===== config.mk =====
export PLATFORM = sky130hd
export DESIGN_NAME = inst_queue
export DESIGN_NICKNAME = d
export VERILOG_FILES = /design/src/rtl/inst_queue.sv
export SDC_FILE = /design/constraint.sdc
export NUM_CORES = 2
export LEC_CHECK = 0
export CAP_MARGIN = 20
export CELL_PAD_IN_SITES_DETAIL_PLACEMENT = 1
export CELL_PAD_IN_SITES_GLOBAL_PLACEMENT = 1
export CORE_MARGIN = 5
export CORE_UTILIZATION = 49
export CTS_CLUSTER_DIAMETER = 120
export DETAILED_ROUTE_END_ITERATION = 10
export PLACE_DENSITY_LB_ADDON = 0.2
export SLEW_MARGIN = 5
export SYNTH_ARGS = -nofsm -noshare
export SYNTH_HDL_FRONTEND = slang
export SYNTH_SLANG_ARGS = --single-unit

===== constraint.sdc =====
create_clock -name clk -period 5.3 [get_ports clk]
set_input_delay 0.53 -clock clk [delete_from_list [all_inputs] [get_ports clk]]
set_output_delay 0.53 -clock clk [all_outputs]
set_load 0.1 [all_outputs]

===== src/rtl/inst_queue.sv =====
// Dual-write, dual-read circular instruction queue between fetch and issue.
// Fetch pushes up to two {pc,inst} entries per cycle; issue pops up to two.
module inst_queue #(
  parameter int unsigned DEPTH = 16,
  parameter int unsigned AW    = 4
) (
  input  logic          clk,
  input  logic          resetn,
  input  logic          flush,
  input  logic [63:0]   w_data_1,
  input  logic          w_en_1,
  input  logic [63:0]   w_data_2,
  input  logic          w_en_2,
  output logic          fifo_stall,
  output logic [63:0]   fifo_r_data_1,
  output logic          fifo_r_data_1_ok,
  output logic [63:0]   fifo_r_data_2,
  output logic          fifo_r_data_2_ok,
  input  logic          p_data_1,
  input  logic          p_data_2,
  output logic [AW:0]   count
);

  localparam logic [AW:0] StallLevel = (AW + 1)'(DEPTH - 2);

  logic [63:0]   mem [DEPTH];
  logic [AW-1:0] head_q, head_d;
  logic [AW-1:0] tail_q, tail_d;
  logic [AW:0]   count_q, count_d;
  logic [AW-1:0] head_p1, tail_p1;
  logic [1:0]    pops, pushes;
  logic          ok_1, ok_2, accept;

  assign head_p1 = head_q + AW'(1);
  assign tail_p1 = tail_q + AW'(1);

  assign ok_1       = (count_q != '0);
  assign ok_2       = (count_q > (AW + 1)'(1));
  // Stall looks only at registered occupancy so fetch never sees a pop-dependent path.
  assign fifo_stall = (count_q > StallLevel);
  assign accept     = w_en_1 & ~fifo_stall & ~flush;

  always_comb begin
    pops = 2'd0;
    if (p_data_1 && ok_1) begin
      pops = (p_data_2 && ok_2) ? 2'd2 : 2'd1;
    end
    pushes = 2'd0;
    if (accept) begin
      pushes = w_en_2 ? 2'd2 : 2'd1;
    end
  end

  always_comb begin
    head_d  = head_q + AW'(pops);
    tail_d  = tail_q + AW'(pushes);
    count_d = count_q + (AW + 1)'(pushes) - (AW + 1)'(pops);
    if (flush) begin
      head_d  = '0;
      tail_d  = '0;
      count_d = '0;
    end
  end

  always_ff @(posedge clk or negedge resetn) begin
    if (!resetn) begin
      head_q  <= '0;
      tail_q  <= '0;
      count_q <= '0;
    end else begin
      head_q  <= head_d;
      tail_q  <= tail_d;
      count_q <= count_d;
    end
  end

  // Storage is intentionally not reset.
  always_ff @(posedge clk) begin
    if (accept) begin
      mem[tail_q] <= w_data_1;
      if (w_en_2) begin
        mem[tail_p1] <= w_data_2;
      end
    end
  end

  assign fifo_r_data_1_ok = ok_1;
  assign fifo_r_data_2_ok = ok_2;
  assign fifo_r_data_1    = ok_1 ? mem[head_q]  : 64'h0;
  assign fifo_r_data_2    = ok_2 ? mem[head_p1] : 64'h0;
  assign count            = count_q;

endmodule


==> out/results.ini <==
[global_routing]
grt_max_degree = 97
grt_usage = 0.310
grt_pass1_wl_um = 304000
grt_pass1_vias = 40800
grt_busiest_layer = met2
use_met1 = 0.409
use_met3 = 0.0543
met2_usage = 0.513
antenna_found_initial = 29
overflow = 0

[layout]
final_nets = 3873
drive_gt1_frac = 0.512
syn_to_final_growth_pct = 12.4
design_area_um2 = 70900
multi_input_area_um2 = 29800
n_fill_cell = 11300
regArea_um2 = 31100

[clocking]
post_cts_buffers = 0
clock_sinks = 1037
clk_pin_slew_ps = 60
cts_buffers = 116
cts-hold-fix-buffers = 0
h-tree-depth = 3
clkLatencyLatePin_ps = 750
ctsRootBufferMaster = clkbuf_16
cts_tree = yes
clockBufferDepth = 3

[timing]
finalClockSkew_ps = 43.5
setup_viol = 0
rsz0062_at_grt = no
final.setup.tns_ps = 0
tightestPinTransition_ps = 1150
period_share = 0.968
slew_headroom = 0.233
slew_viol_final = 0
holdWs_ps = 210
min_period_ps = 5130
max_freq_mhz = 195
hold_violations = 0

[synthesis]
syn_area_per_cell_um2 = 17.5
synthesis.nets = 3751
async_flop_share = 0.0125
synth_top_cell_by_area = edfxtp_1
synth.yosys.warnings = 0
synth.yosys.seq_area_share = 0.493
synth_top_cells_by_count = 1024 x edfxtp_1, 529 x mux2_2, 480 x mux2_4
yosysUniqueCellTypes = 62
synth.ff_latch_count = 1037
synthCells = 3600
synth_top_area_frac = 0.488
mappedNetlistArea_um2 = 63100
yosys_most_used_dff = edfxtp_1
synth_edf_count = 1024
yosys-top-cells-area = edfxtp_1 49%, mux4_2 17%, mux2_4 11%, mux2_2 9.4%, mux2i_1 4.1%
yosysMostFrequentCell = edfxtp_1

[setup_path]
reg2reg_depth = 12
r2r_start = count[2]$_DFF_PN0_
reg2reg_slack_ps = 1440
cp-end-kind = output pin
rr_endpoint = count[4]$_DFF_PN0_
cp.arrival_ps = 4600
critPathKind = reg -> out
crit_path_start_kind = flip-flop
path_max_fanout = 21
critPathRequiredTime_ps = 4770

[drt]
drtPass1Iterations = 6
finalWirelength_um = 214000
post-route-drc-count = 0
detail_route.wl_per_cell_um = 38.9
detail_route.vias_per_cell = 6.98
drtAntennaViolNets = 0
vias = 38400
drt-initial-drc-count = 4558

[pwr]
p_leak_uw = 0.0242
vdd_ir_drop_max_v = 0.000833
p_per_area_nw_per_um2 = 512
power_uw = 36300

[die]
die_h_um = 369
die_x_um = 369
rows = 131
start_util = 0.494
die_area_um2 = 136000
io_pins = 271
core_um2 = 128000

[min_path]
hp-class = in -> async

[placement]
dp_hpwl_um = 122000
io_buffers = 270
place_area_um2 = 67300
gp_congestion = 0.804

[outcome]
status = complete, no violations

[flow_run]
cap_violations = 0

-- cells in the final DEF (no fill, tap or decap), types with 6 or more instances in the layout --
cell | Yosys | layout
mux2_4 | 480 | 480
clkinv_1 | 1 | 37
o22ai_1 | 97 | 93
dfrtp_1 | 13 | 10
inv_1 | 14 | 14
a22oi_1 | 53 | 53
a22o_1 | 17 | 17
diode_2 | 0 | 18
nor2_1 | 13 | 9
clkdlybuf4s50_1 | 0 | 162
mux2i_1 | 256 | 256
clkbuf_16 | 0 | 117
nor2_4 | 3 | 10
nand3_1 | 22 | 22
nor2b_1 | 8 | 6
buf_12 | 36 | 62
nand2_1 | 24 | 21
and3_1 | 17 | 17
buf_4 | 1 | 185
a221o_1 | 17 | 17
edfxtp_1 | 1024 | 1024
a21oi_4 | 0 | 12
ha_1 | 12 | 11
mux4_2 | 477 | 477
clkinv_2 | 0 | 22
mux2_1 | 15 | 15
nor2_8 | 8 | 8
o211ai_1 | 18 | 18
mux2_2 | 529 | 529
clkbuf_1 | 192 | 23
-- sequential cells by signal, summed over array words and instances (netlist names) --
register	cells
head_q	4
mem	1024
count	5
tail_q	4
-- worst max-delay path by stage --
stage	from	end	slack [ps]	cells past startpoint
floorplan	count[4]$_DFF_PN0_	mem[4][0]$_DFFE_PP_	-940	5
global placement	count[2]$_DFF_PN0_	fifo_r_data_1[43]	920	8
detailed placement	count[2]$_DFF_PN0_	fifo_r_data_1[0]	930	8
CTS	count[2]$_DFF_PN0_	fifo_r_data_1[43]	110	8
global route	count[2]$_DFF_PN0_	fifo_r_data_1[43]	50	8
finish	count[2]$_DFF_PN0_	fifo_r_data_1[43]	170	8
-- what timing repair did --
item	4_1_cts	5_1_grt
endpoints found under the setup margin	0	1
gates resized for setup	0	1
hold endpoints to repair	0	0
-- logic make-up (layout without fill, tap and decap cells) --
| family | after synthesis | after routing | synth area share |
|---|---|---|---|
| other cells | 0 | 18 | 0 |
| fa+ha+maj | 16 | 16 | 0.00365 |
| buf+inv | 422 | 640 | 0.0392 |
| simple gates | 127 | 127 | 0.0137 |
| mux | 1757 | 1757 | 0.422 |
| compound gates | 233 | 233 | 0.0271 |
| xor+xnor | 8 | 8 | 0.00111 |
| flops | 1037 | 1037 | 0.493 |
-- metal layers --
layer	up-vias	part of all wire
li1	15200	-
met1	20700	0.39
met2	2085	0.49
met3	396	0.085
met4	18	0.037
met5	-	0.00050
-- worst max-delay path, cell delays in order, from the launching register on --
cell	delay [ps]
dfrtp_1	480
inv_1	140
ha_1	210
nor4b_4	570
inv_1	300
nand2_2	490
buf_12	340
o22ai_1	260
clkdlybuf4s50_1	1070
-- report_power, final --
group	internal (µW)	switching [µW]
combinational	6230	13000
sequential	9180	233
clock	4270	3440
-- metrics by stage --
stage	setup slack, ps	util	cells
3_3_place_gp	924	0.527	5266
3_5_place_dp	930	0.527	5266
2_1_floorplan	-943	-	3600
6_report	168	0.555	5498
5_1_grt	52.4	0.555	5489
4_1_cts	111	0.555	5480
-- cell type report --
type | instances | share of cell area
antenna | 18 | 0.000636
clock buffer | 140 | 0.0425
clock inverter | 74 | 0.00731
inverter | 16 | 0.000883
multi-input combinational | 2141 | 0.421
sequential | 1037 | 0.439
tap | 1662 | 0.0293
timing repair buffer | 410 | 0.0602
(Power assumes the default switching activity.)
